==> src/rtl/wire_raster_engine_if.sv <==
// Triangle-in / pixel-out bundle for the wireframe raster engine.
// slave: the engine; master: the projection source and SRAM-writer sink.
interface wire_raster_engine_if #(
  parameter int COORD_W = 10,
  parameter int CLIP_W  = 8,
  parameter int ADDR_W  = 15
);
  // Both channels use valid/ready: a beat moves on a cycle where valid && ready
  // are both high, and the offering side holds valid and its payload stable
  // until that cycle.
  logic                      tri_valid;
  logic                      tri_ready;
  logic signed [COORD_W-1:0] x0, y0, x1, y1, x2, y2;
  logic [1:0]                mode;
  logic                      erase;
  logic                      pix_valid;
  logic                      pix_ready;
  logic [ADDR_W-1:0]         pix_addr;
  logic                      pix_data;
  logic                      busy;
  logic                      done;
  logic [CLIP_W-1:0]         clip_count;
  logic [1:0]                dbg_state;

  modport slave (
    input  tri_valid, x0, y0, x1, y1, x2, y2, mode, erase, pix_ready,
    output tri_ready, pix_valid, pix_addr, pix_data, busy, done, clip_count, dbg_state
  );

  modport master (
    output tri_valid, x0, y0, x1, y1, x2, y2, mode, erase, pix_ready,
    input  tri_ready, pix_valid, pix_addr, pix_data, busy, done, clip_count, dbg_state
  );
endinterface

==> src/rtl/wire_raster_engine.sv <==
// Wireframe triangle rasterizer: walks each edge with an all-octant Bresenham
// stepper, emits on-screen pixels as (addr, data) beats, counts clipped ones.
module wire_raster_engine #(
  parameter int SCREEN_W = 160,
  parameter int SCREEN_H = 120,
  parameter int COORD_W  = 10,
  parameter int CLIP_W   = 8,
  parameter int ADDR_W   = $clog2(SCREEN_W * SCREEN_H)
) (
  input  logic clk,
  input  logic n_rst,
  wire_raster_engine_if.slave bus
);

  localparam int XW = COORD_W + 1;
  localparam int DW = COORD_W + 2;
  localparam int EW = COORD_W + 3;

  typedef enum logic [1:0] {IDLE, LOAD, DRAW, DONE} state_t;
  state_t state, state_next;

  logic signed [COORD_W-1:0] vx [3];
  logic signed [COORD_W-1:0] vy [3];
  logic [1:0]                mode_r;
  logic                      erase_r;
  logic [1:0]                edge_idx;
  logic signed [XW-1:0]      x, y, qx, qy;
  logic signed [DW-1:0]      dx, dy, err;
  logic                      sx_neg, sy_neg;
  logic [CLIP_W-1:0]         clip_cnt;

  // Edge endpoint selection from mode and edge index
  logic [1:0] p_idx, q_idx;
  logic       last_edge;

  always_comb begin
    p_idx     = edge_idx;
    q_idx     = edge_idx;
    last_edge = (edge_idx == 2'd2);
    case (mode_r)
      2'd1: begin
        p_idx     = 2'd0;
        q_idx     = 2'd1;
        last_edge = 1'b1;
      end
      2'd2: ;
      default: q_idx = (edge_idx == 2'd2) ? 2'd0 : edge_idx + 2'd1;
    endcase
  end

  logic signed [XW-1:0] px, py, ql_x, ql_y;
  logic signed [DW-1:0] ddx, ddy, adx, ady;

  always_comb begin
    px   = XW'(vx[p_idx]);
    py   = XW'(vy[p_idx]);
    ql_x = XW'(vx[q_idx]);
    ql_y = XW'(vy[q_idx]);
    ddx  = DW'(ql_x) - DW'(px);
    ddy  = DW'(ql_y) - DW'(py);
    adx  = (ddx < 0) ? -ddx : ddx;
    ady  = (ddy < 0) ? -ddy : ddy;
  end

  logic                 in_bounds, at_end, advance, step_x, step_y;
  logic signed [EW-1:0] e2;
  logic signed [DW-1:0] err_next;

  always_comb begin
    in_bounds = (x >= 0) && (x < XW'(SCREEN_W)) && (y >= 0) && (y < XW'(SCREEN_H));
    at_end    = (x == qx) && (y == qy);
    advance   = (state == DRAW) && (!in_bounds || bus.pix_ready);
    e2        = {err, 1'b0};
    step_x    = (e2 >= EW'(dy));
    step_y    = (e2 <= EW'(dx));
    err_next  = err;
    if (step_x) err_next = err_next + dy;
    if (step_y) err_next = err_next + dx;
  end

  always_comb begin
    state_next = state;
    case (state)
      IDLE: if (bus.tri_valid) state_next = LOAD;
      LOAD: state_next = DRAW;
      DRAW: if (advance && at_end) state_next = last_edge ? DONE : LOAD;
      DONE: state_next = IDLE;
      default: state_next = IDLE;
    endcase
  end

  always_ff @(posedge clk or negedge n_rst) begin
    if (!n_rst) state <= IDLE;
    else        state <= state_next;
  end

  always_ff @(posedge clk or negedge n_rst) begin
    if (!n_rst) begin
      for (int i = 0; i < 3; i++) begin
        vx[i] <= '0;
        vy[i] <= '0;
      end
      mode_r   <= '0;
      erase_r  <= 1'b0;
      edge_idx <= '0;
      x        <= '0;
      y        <= '0;
      qx       <= '0;
      qy       <= '0;
      dx       <= '0;
      dy       <= '0;
      err      <= '0;
      sx_neg   <= 1'b0;
      sy_neg   <= 1'b0;
      clip_cnt <= '0;
    end else begin
      case (state)
        IDLE: if (bus.tri_valid) begin
          vx[0]    <= bus.x0;
          vy[0]    <= bus.y0;
          vx[1]    <= bus.x1;
          vy[1]    <= bus.y1;
          vx[2]    <= bus.x2;
          vy[2]    <= bus.y2;
          mode_r   <= (bus.mode == 2'd3) ? 2'd0 : bus.mode;
          erase_r  <= bus.erase;
          edge_idx <= '0;
          clip_cnt <= '0;
        end
        LOAD: begin
          x      <= px;
          y      <= py;
          qx     <= ql_x;
          qy     <= ql_y;
          dx     <= adx;
          dy     <= -ady;
          err    <= adx - ady;
          sx_neg <= (ddx < 0);
          sy_neg <= (ddy < 0);
        end
        DRAW: begin
          // Off-screen pixels are counted and stepped past without a beat
          if (!in_bounds && (clip_cnt != '1)) clip_cnt <= clip_cnt + 1'b1;
          if (advance) begin
            if (at_end) begin
              if (!last_edge) edge_idx <= edge_idx + 2'd1;
            end else begin
              if (step_x) x <= sx_neg ? x - XW'(1) : x + XW'(1);
              if (step_y) y <= sy_neg ? y - XW'(1) : y + XW'(1);
              err <= err_next;
            end
          end
        end
        default: ;
      endcase
    end
  end

  logic pix_valid_int;
  assign pix_valid_int  = (state == DRAW) && in_bounds;

  assign bus.tri_ready  = (state == IDLE);
  assign bus.busy       = (state != IDLE);
  assign bus.done       = (state == DONE);
  assign bus.pix_valid  = pix_valid_int;
  assign bus.pix_data   = pix_valid_int & ~erase_r;
  assign bus.pix_addr   = pix_valid_int
                        ? ADDR_W'($unsigned(y)) * ADDR_W'(SCREEN_W) + ADDR_W'($unsigned(x))
                        : '0;
  assign bus.clip_count = clip_cnt;
  assign bus.dbg_state  = state;

endmodule

==> src/flat_wrapper.sv <==
// flat-port wrapper written by rule: the top's interface ports become plain ports
module wire_raster_engine_flat 
#(
  parameter int SCREEN_W = 160,
  parameter int SCREEN_H = 120,
  parameter int COORD_W  = 10,
  parameter int CLIP_W   = 8,
  parameter int ADDR_W   = $clog2(SCREEN_W * SCREEN_H)
)
  (clk, n_rst, bus_tri_valid, bus_x0, bus_y0, bus_x1, bus_y1, bus_x2, bus_y2, bus_mode, bus_erase, bus_pix_ready, bus_tri_ready, bus_pix_valid, bus_pix_addr, bus_pix_data, bus_busy, bus_done, bus_clip_count, bus_dbg_state);
  wire_raster_engine_if #(.COORD_W(COORD_W), .CLIP_W(CLIP_W), .ADDR_W(ADDR_W)) bus_i ();
  input  logic clk;
  input  logic n_rst;
  input wire logic [$bits(bus_i.tri_valid)-1:0] bus_tri_valid;
  input wire logic [$bits(bus_i.x0)-1:0] bus_x0;
  input wire logic [$bits(bus_i.y0)-1:0] bus_y0;
  input wire logic [$bits(bus_i.x1)-1:0] bus_x1;
  input wire logic [$bits(bus_i.y1)-1:0] bus_y1;
  input wire logic [$bits(bus_i.x2)-1:0] bus_x2;
  input wire logic [$bits(bus_i.y2)-1:0] bus_y2;
  input wire logic [$bits(bus_i.mode)-1:0] bus_mode;
  input wire logic [$bits(bus_i.erase)-1:0] bus_erase;
  input wire logic [$bits(bus_i.pix_ready)-1:0] bus_pix_ready;
  output wire logic [$bits(bus_i.tri_ready)-1:0] bus_tri_ready;
  output wire logic [$bits(bus_i.pix_valid)-1:0] bus_pix_valid;
  output wire logic [$bits(bus_i.pix_addr)-1:0] bus_pix_addr;
  output wire logic [$bits(bus_i.pix_data)-1:0] bus_pix_data;
  output wire logic [$bits(bus_i.busy)-1:0] bus_busy;
  output wire logic [$bits(bus_i.done)-1:0] bus_done;
  output wire logic [$bits(bus_i.clip_count)-1:0] bus_clip_count;
  output wire logic [$bits(bus_i.dbg_state)-1:0] bus_dbg_state;
  assign bus_i.tri_valid = bus_tri_valid;
  assign bus_i.x0 = bus_x0;
  assign bus_i.y0 = bus_y0;
  assign bus_i.x1 = bus_x1;
  assign bus_i.y1 = bus_y1;
  assign bus_i.x2 = bus_x2;
  assign bus_i.y2 = bus_y2;
  assign bus_i.mode = bus_mode;
  assign bus_i.erase = bus_erase;
  assign bus_i.pix_ready = bus_pix_ready;
  assign bus_tri_ready = bus_i.tri_ready;
  assign bus_pix_valid = bus_i.pix_valid;
  assign bus_pix_addr = bus_i.pix_addr;
  assign bus_pix_data = bus_i.pix_data;
  assign bus_busy = bus_i.busy;
  assign bus_done = bus_i.done;
  assign bus_clip_count = bus_i.clip_count;
  assign bus_dbg_state = bus_i.dbg_state;
  wire_raster_engine #(.SCREEN_W(SCREEN_W), .SCREEN_H(SCREEN_H), .COORD_W(COORD_W), .CLIP_W(CLIP_W), .ADDR_W(ADDR_W)) u_core (.clk(clk), .n_rst(n_rst), .bus(bus_i));
endmodule
==> config.mk <==
export PLATFORM = sky130hd
export DESIGN_NAME = wire_raster_engine_flat
export DESIGN_NICKNAME = d
export VERILOG_FILES = /design/src/rtl/wire_raster_engine_if.sv /design/src/rtl/wire_raster_engine.sv /design/src/flat_wrapper.sv
export SDC_FILE = /design/constraint.sdc
export NUM_CORES = 1
export LEC_CHECK = 0
export ABC_CLOCK_PERIOD_IN_PS = 8010
export BUFFER_PORTS_ARGS = -buffer_cell sky130_fd_sc_hd__buf_4
export CAP_MARGIN = 20
export CORE_AREA = 10 10 164 166
export DETAILED_ROUTE_END_ITERATION = 6
export DIE_AREA = 0 0 174 176
export PLACE_DENSITY = 0.76
export SYNTH_ARGS = -nofsm -noshare
export SYNTH_HDL_FRONTEND = slang
export SYNTH_SLANG_ARGS = --single-unit
==> constraint.sdc <==
create_clock -name clk -period 8.01 [get_ports clk]
set_clock_uncertainty 0.1 [all_clocks]
set_input_delay 0.801 -clock clk [delete_from_list [all_inputs] [get_ports clk]]
set_output_delay 0.801 -clock clk [all_outputs]
set_load 0.05 [all_outputs]
==> impl_metrics.prom, run 1 <==
# TYPE chip_impl_metric gauge
chip_impl_info{name="status",value="completed"} 1
chip_impl_metric{name="postSynthNetCount",unit=""} 1620
chip_impl_metric{name="worst_setup_hold_path_clk_slew",unit="ns"} 0.07
chip_impl_info{name="r2r-end",value="u_core.err[10]"} 1
chip_impl_metric{name="port_buffer_count",unit=""} 96
chip_impl_metric{name="rr_worst_depth",unit=""} 30
chip_impl_metric{name="effective_utilization_at_floorplan",unit=""} 0.539
chip_impl_metric{name="routed_wire_length_per_instance",unit="microns"} 19.0
chip_impl_metric{name="crit_arrival",unit="ns"} 7.48
chip_impl_info{name="area_contributors_post_synth",value="sky130_fd_sc_hd__dfrtp_1 (30%), sky130_fd_sc_hd__ha_1 (12%), sky130_fd_sc_hd__mux2_2 (8.1%), sky130_fd_sc_hd__xnor2_1 (4.4%), sky130_fd_sc_hd__nor2_1 (4.2%)"} 1
chip_impl_info{name="tritoncts_clock_tree",value="done"} 1
chip_impl_metric{name="final_critical_path_setup_slack",unit="ns"} 0.796
chip_impl_metric{name="place.gp.congestion",unit=""} 0.953
chip_impl_info{name="dominantRegCellSynth",value="sky130_fd_sc_hd__dfrtp_1"} 1
chip_impl_info{name="rsz0062_at_grt",value="false"} 1
chip_impl_metric{name="reg2reg_slack",unit="ns"} 0.80
chip_impl_metric{name="postSynthCellCount",unit=""} 1420
chip_impl_metric{name="hpwl",unit="mm"} 26.8
chip_impl_metric{name="report.final.setup_viol",unit=""} 0
chip_impl_info{name="clockRootBuffer",value="sky130_fd_sc_hd__clkbuf_16"} 1
chip_impl_metric{name="die-width",unit="microns"} 174
chip_impl_metric{name="avgSynthCellArea",unit="sq um"} 9.03
chip_impl_metric{name="drive_above_1_share",unit=""} 0.173
chip_impl_metric{name="post-route-period-util",unit=""} 0.901
chip_impl_metric{name="globalRouteTotalUtil",unit=""} 0.227
chip_impl_metric{name="summed_instance_area_of_the_synthesized_netlist",unit="sq um"} 12800
chip_impl_metric{name="vias",unit=""} 10927
chip_impl_metric{name="number_of_antenna_violations_at_the_first_check_in_global_routing",unit=""} 0
chip_impl_metric{name="fp-row-count",unit=""} 57
chip_impl_metric{name="core_area",unit="sq um"} 23800
chip_impl_metric{name="synth_enable_flop_cells",unit=""} 0
chip_impl_metric{name="syn_to_final_growth",unit="%"} 12.4
chip_impl_metric{name="clkSinkCount",unit=""} 155
chip_impl_metric{name="netlist-cell-type-count",unit=""} 85
chip_impl_metric{name="postSynth.asyncResetShare",unit=""} 1.00
chip_impl_metric{name="grt_pass1_wl",unit="mm"} 57.6
chip_impl_metric{name="final-hold-violation-count",unit=""} 0
chip_impl_metric{name="number_of_levels_in_the_clock_h_tree",unit=""} 4
chip_impl_metric{name="placement.cell_area",unit="sq um"} 13800
chip_impl_metric{name="final_layout_setup_total_negative_slack",unit="ns"} 0
chip_impl_metric{name="io_pins",unit=""} 97
chip_impl_info{name="synth_area_leader_cell",value="sky130_fd_sc_hd__dfrtp_1"} 1
chip_impl_info{name="path_common_cell",value="sky130_fd_sc_hd__a21boi_0"} 1
chip_impl_metric{name="antenna_cells",unit=""} 0
chip_impl_metric{name="final_design_area_no_fill",unit="sq um"} 14400
chip_impl_info{name="hold_path.class",value="in -> async"} 1
chip_impl_metric{name="synth.top_cell.area_share",unit=""} 0.302
chip_impl_metric{name="data_required_time_at_the_worst_endpoint",unit="ns"} 8.27
chip_impl_metric{name="sequential_element_share_of_the_synthesized_area",unit=""} 0.302
chip_impl_metric{name="dr.first_iter.drc_count",unit=""} 912
chip_impl_info{name="setup.worst_path.start_class",value="flip-flop"} 1
chip_impl_metric{name="timing.final.max_slew_violations",unit=""} 0
chip_impl_metric{name="yosys_warnings",unit=""} 0
chip_impl_metric{name="worst-path-max-fanout",unit=""} 16
chip_impl_metric{name="relSlewSlack",unit=""} 0.303
chip_impl_metric{name="grt_start_max_net_pins",unit=""} 80
chip_impl_metric{name="clock.fmax",unit="MHz"} 139
chip_impl_metric{name="postSynthRegisterBits",unit=""} 155
chip_impl_metric{name="nFillCells",unit=""} 2057
chip_impl_info{name="layout_commonest_cell",value="sky130_fd_sc_hd__dfrtp_1"} 1
chip_impl_metric{name="chipHeight",unit="microns"} 176
chip_impl_metric{name="cts_inserted_buffers",unit=""} 17
chip_impl_metric{name="max_stage_delay",unit="ns"} 0.45
chip_impl_metric{name="final.min_clock_period",unit="ns"} 7.21
chip_impl_metric{name="drc_errors",unit=""} 0
chip_impl_metric{name="clk-insertion-delay-late",unit="ns"} 0.44
chip_impl_metric{name="clock_path_buffers",unit=""} 2
chip_impl_metric{name="worst_slew_pin_slew",unit="ns"} 1.05
chip_impl_metric{name="fp.dieArea",unit="sq um"} 30600
chip_impl_metric{name="cap_violations",unit=""} 0
chip_impl_metric{name="num-nets-final",unit=""} 1691
chip_impl_info{name="timing_worst_setup_path_type",value="reg -> reg"} 1
chip_impl_metric{name="drt-pass1-iter-count",unit=""} 5
chip_impl_info{name="crit_path_top_delay_cell",value="sky130_fd_sc_hd__fa_1"} 1
chip_impl_metric{name="post-cts-setup-buffer-count",unit=""} 0
chip_impl_info{name="worst_setup_path_end_kind",value="flip-flop"} 1
chip_impl_info{name="final_cell_mix",value="sky130_fd_sc_hd__dfrtp_1 (155), sky130_fd_sc_hd__nor2_1 (143), sky130_fd_sc_hd__ha_1 (123), sky130_fd_sc_hd__buf_4 (110), sky130_fd_sc_hd__a21oi_1 (106)"} 1
chip_impl_metric{name="vias_in_the_first_global_route",unit=""} 10703
chip_impl_metric{name="wl",unit="mm"} 34.7
chip_impl_info{name="r2r-start",value="u_core.mode_r[0]"} 1
chip_impl_metric{name="post_drt_via_cell_ratio",unit=""} 5.98
chip_impl_metric{name="detailedPlace.worstSlack",unit="ns"} 0.735
chip_impl_metric{name="grt_remaining_overflow",unit=""} 0
chip_impl_metric{name="ant_nets",unit=""} 0
cells by family after synthesis:
logic type | Yosys count | synth area share
multiplexers | 117 | 0.100
adder cells (fa/ha/maj) | 135 | 0.136
buffers and inverters | 150 | 0.0475
XOR/XNOR | 114 | 0.0800
flip-flops | 155 | 0.302
AND/OR/NAND/NOR | 370 | 0.139
AO/OA/AOI/OAI | 379 | 0.195
per-stage QoR:
stage | hold WS, ns | cells | util
final | 0.284 | 1828 | 0.605
after global routing | 0.343 | 1828 | 0.605
after CTS | 0.319 | 1828 | 0.605
after detailed placement | 0.395 | 1796 | 0.580
after global placement | 0.389 | 1796 | 0.580
after floorplan | 0.375 | 1420 | -
sequential cells by signal, indices dropped and copies added (netlist names), 8 cells and up:
name / cells
u_core.err: 12
u_core.dy: 12
u_core.vx: 30
u_core.dx: 12
u_core.bus.clip_count: 8
u_core.x: 11
u_core.y: 11
u_core.qx: 10
u_core.qy: 10
u_core.vy: 30
cell usage after synthesis (21+ instances only):
library cell and instances:
sky130_fd_sc_hd__dfrtp_1 155, sky130_fd_sc_hd__nor2_1 143, sky130_fd_sc_hd__ha_1 125, sky130_fd_sc_hd__a21oi_1 106, sky130_fd_sc_hd__mux2_2 92, sky130_fd_sc_hd__inv_1 89, sky130_fd_sc_hd__o21ai_0 88, sky130_fd_sc_hd__nand2_1 71
sky130_fd_sc_hd__xnor2_1 64, sky130_fd_sc_hd__xor2_1 48, sky130_fd_sc_hd__clkbuf_1 46, sky130_fd_sc_hd__nand3_1 27, sky130_fd_sc_hd__a21o_1 25, sky130_fd_sc_hd__mux2i_1 25, sky130_fd_sc_hd__nor3_1 21
layout make-up:
cell class,instances,area (sq um),area share
Multi-Input combinational cell,1115,8360,0.580
Sequential cell,155,3880,0.269
Timing Repair Buffer,111,837,0.0581
Clock buffer,17,425,0.0295
Tap cell,324,405,0.0281
Inverter,91,343,0.0238
Clock inverter,15,173,0.0120
worst max-delay path by stage:
stage	depth (start not counted)	slack, ns	end	from
finish	30	0.80	u_core.err[10]	u_core.mode_r[0]
global route	30	0.06	u_core.err[10]	u_core.mode_r[0]
CTS	27	0.70	u_core.err[10]	u_core.mode_r[0]
detailed placement	27	0.74	u_core.err[10]	u_core.mode_r[0]
global placement	27	1.00	u_core.err[10]	u_core.mode_r[0]
floorplan	34	0.50	u_core.err[10]	u_core.edge_idx[1]
timing repair:
action | CTS | global route
hold buffers | 0 | 0
setup endpoints to repair | 0 | 1
resized for setup | 0 | 3
worst max-delay path, delay by kind of cell, from the launching register on:
family                     cells  cell delay (ns)
DFF                            1             0.37
buffers and inverters          4             0.52
AOI/OAI and AO/OA             15             3.34
muxes                          1             0.22
adders and majority gates      4             1.49
and+or+nand+nor                6             1.07
routing by layer:
metal	vias to the layer above	wire length (microns)	GRT usage
li1	5266	-	-
met4	0	857	0.0691
met1	5270	15500	0.302
met2	332	16300	0.374
met5	-	0	0
met3	59	2030	0.0365
Power of run 1 is not shown: default switching activity piles up to over one toggle a cycle in this logic, so the estimate is an artifact.
==> run 2, diff against run 1 <==
--- a/config.mk
+++ b/config.mk
@@ -11,6 +11,7 @@
 export CORE_AREA = 10 10 164 166
 export DETAILED_ROUTE_END_ITERATION = 6
 export DIE_AREA = 0 0 174 176
+export GPL_TIMING_DRIVEN = 0
 export PLACE_DENSITY = 0.76
 export SYNTH_ARGS = -nofsm -noshare
 export SYNTH_HDL_FRONTEND = slang
==> constraint.sdc (replaced) <==
create_clock -name clk -period 8.01 [get_ports clk]
set_clock_uncertainty 0.1 [all_clocks]
set_input_delay 1.602 -clock clk [delete_from_list [all_inputs] [get_ports clk]]
set_output_delay 1.602 -clock clk [all_outputs]
set_load 0.05 [all_outputs]
==> impl_metrics.prom, run 2 (synthesis results as in run 1) <==
# TYPE chip_impl_metric gauge
chip_impl_info{name="status",value="completed"} 1
chip_impl_metric{name="core_area",unit="sq um"} 23800
chip_impl_metric{name="vias",unit=""} 11286
chip_impl_metric{name="drc_errors",unit=""} 0
chip_impl_metric{name="worst_setup_hold_path_clk_slew",unit="ns"} 0.07
chip_impl_metric{name="crit_arrival",unit="ns"} 7.84
chip_impl_info{name="setup.worst_path.start_class",value="flip-flop"} 1
chip_impl_metric{name="clock.fmax",unit="MHz"} 132
chip_impl_metric{name="grt_remaining_overflow",unit=""} 0
chip_impl_metric{name="worst-path-max-fanout",unit=""} 11
chip_impl_metric{name="rr_worst_depth",unit=""} 33
chip_impl_info{name="clockRootBuffer",value="sky130_fd_sc_hd__clkbuf_16"} 1
chip_impl_info{name="rsz0062_at_grt",value="false"} 1
chip_impl_metric{name="timing.final.max_slew_violations",unit=""} 0
chip_impl_metric{name="syn_to_final_growth",unit="%"} 14.4
chip_impl_metric{name="post-route-util",unit=""} 0.616
chip_impl_metric{name="post_drt_via_cell_ratio",unit=""} 6.02
chip_impl_metric{name="vias_in_the_first_global_route",unit=""} 10807
chip_impl_metric{name="clock_path_buffers",unit=""} 2
chip_impl_metric{name="wl_met3",unit="mm"} 2.03
chip_impl_metric{name="die-width",unit="microns"} 174
chip_impl_info{name="tritoncts_clock_tree",value="done"} 1
chip_impl_metric{name="met2_length",unit="mm"} 17.6
chip_impl_metric{name="ant_nets",unit=""} 0
chip_impl_info{name="crit_path_top_delay_cell",value="sky130_fd_sc_hd__or3b_2"} 1
chip_impl_info{name="top_layer",value="met4"} 1
chip_impl_metric{name="fp.dieArea",unit="sq um"} 30600
chip_impl_info{name="layout_commonest_cell",value="sky130_fd_sc_hd__dfrtp_1"} 1
chip_impl_metric{name="fp-row-count",unit=""} 57
chip_impl_metric{name="cts_inserted_buffers",unit=""} 17
chip_impl_metric{name="num-nets-final",unit=""} 1739
chip_impl_info{name="r2r-start",value="u_core.edge_idx[1]"} 1
chip_impl_metric{name="place.gp.congestion",unit=""} 0.978
chip_impl_info{name="largestRegisters",value="u_core.vx x30, u_core.vy x30"} 1
chip_impl_metric{name="hpwl",unit="mm"} 29.3
chip_impl_metric{name="number_of_antenna_violations_at_the_first_check_in_global_routing",unit=""} 0
chip_impl_info{name="timing_worst_setup_path_type",value="reg -> reg"} 1
chip_impl_metric{name="holdBufCountCts",unit=""} 0
chip_impl_metric{name="clkSinkCount",unit=""} 155
chip_impl_metric{name="reg2reg_slack",unit="ns"} 0.44
chip_impl_metric{name="routed_wire_length_per_instance",unit="microns"} 19.6
chip_impl_metric{name="cap_violations",unit=""} 0
chip_impl_info{name="worstHoldStart",value="u_core.dy[11]"} 1
chip_impl_metric{name="drt-pass1-iter-count",unit=""} 5
chip_impl_metric{name="post-route-period-util",unit=""} 0.945
chip_impl_metric{name="worst_slew_pin_slew",unit="ns"} 1.06
chip_impl_info{name="r2r-end",value="u_core.err[10]"} 1
chip_impl_metric{name="effective_utilization_at_floorplan",unit=""} 0.539
chip_impl_info{name="hold_path.class",value="reg -> reg"} 1
chip_impl_metric{name="antenna_cells",unit=""} 0
chip_impl_metric{name="wl",unit="mm"} 36.8
chip_impl_metric{name="grt_start_max_net_pins",unit=""} 81
chip_impl_metric{name="data_required_time_at_the_worst_endpoint",unit="ns"} 8.28
chip_impl_metric{name="globalRouteTotalUtil",unit=""} 0.236
chip_impl_info{name="final_cell_mix",value="sky130_fd_sc_hd__dfrtp_1 (155), sky130_fd_sc_hd__nor2_1 (142), sky130_fd_sc_hd__ha_1 (125), sky130_fd_sc_hd__a21oi_1 (104), sky130_fd_sc_hd__buf_4 (101)"} 1
chip_impl_metric{name="number_of_levels_in_the_clock_h_tree",unit=""} 4
chip_impl_metric{name="final.min_clock_period",unit="ns"} 7.57
chip_impl_metric{name="dr.first_iter.drc_count",unit=""} 869
chip_impl_metric{name="hold-path-cell-count",unit=""} 1
chip_impl_metric{name="port_buffer_count",unit=""} 96
chip_impl_metric{name="report.final.setup_viol",unit=""} 0
chip_impl_metric{name="max_stage_delay",unit="ns"} 0.45
chip_impl_metric{name="met1_wire_length",unit="mm"} 15.6
chip_impl_metric{name="final-hold-violation-count",unit=""} 0
chip_impl_metric{name="clk-insertion-delay-late",unit="ns"} 0.44
chip_impl_metric{name="grt_pass1_wl",unit="mm"} 58.7
chip_impl_metric{name="io_pins",unit=""} 97
chip_impl_metric{name="drive_above_1_share",unit=""} 0.171
chip_impl_metric{name="relSlewSlack",unit=""} 0.290
chip_impl_info{name="worst_setup_path_end_kind",value="flip-flop"} 1
chip_impl_metric{name="chipHeight",unit="microns"} 176
chip_impl_info{name="timing.critical_path.from",value="u_core.edge_idx[1]"} 1
chip_impl_info{name="min_delay_worst_endpoint",value="u_core.dy[11]"} 1
chip_impl_metric{name="nFillCells",unit=""} 2045
==> run 2: cell types whose count changed in the layout (fill, tap and decap cells not counted), sizes merged <==
cell,before,now
inv,98,94
buf,111,116
clkbuf,17,60
clkinv,7,11
==> run 2: stage by stage <==
step           hold slack, ns  setup slack [ns]  TNS [ns]  instance area, sq um  instances
4_1_cts                 0.414             0.108         0                 14600       1872
2_1_floorplan           0.375             0.500         0                 12800       1420
6_report                0.411             0.441         0                 14700       1876
3_5_place_dp            0.394             -1.36     -5.73                 14000       1841
3_3_place_gp            0.390             -1.21     -4.72                 14000       1840
5_1_grt                 0.423            0.0289         0                 14700       1876
==> run 2: critical path, delay by kind of cell, from the launching register on <==
family | cells | cell delay, ns
buffers and inverters | 6 | 1.05
adders and majority gates | 4 | 1.16
AOI/OAI and AO/OA | 15 | 2.93
xor gates and xnor gates | 1 | 0.24
and+or+nand+nor | 6 | 1.36
DFF | 1 | 0.40
muxes | 1 | 0.21
==> run 2: layout make-up <==
cell class / instances / area, sq um / area share
multi-input combinational: 1115 / 8370 / 0.570
sequential: 155 / 3880 / 0.264
timing repair buffer: 102 / 790 / 0.0538
clock buffer: 17 / 425 / 0.0290
tap: 324 / 405 / 0.0276
inverter: 91 / 347 / 0.0236
buffer: 57 / 273 / 0.0186
clock inverter: 15 / 191 / 0.0130
==> run 2: layer usage <==
metal	GRT usage	up-vias
li1	-	5365
met1	0.295	5429
met2	0.402	407
met3	0.0382	85
met4	0.0962	0
met5	0	-
==> run 2: repair_timing <==
item	in CTS	in global routing
pin swaps	0	1
setup buffers	0	5
resized for setup	9	11
endpoints found under the setup margin	9	3
==> run 2: worst max path at each step <==
stage / to / slack (ns)
after global routing: u_core.err[10] / 0.03
final: u_core.err[10] / 0.44
after CTS: u_core.err[10] / 0.11
after global placement: u_core.err[10] / -1.21
after floorplan: u_core.err[10] / 0.50
after detailed placement: u_core.err[10] / -1.36
Power of run 2 is left out for the same reason.
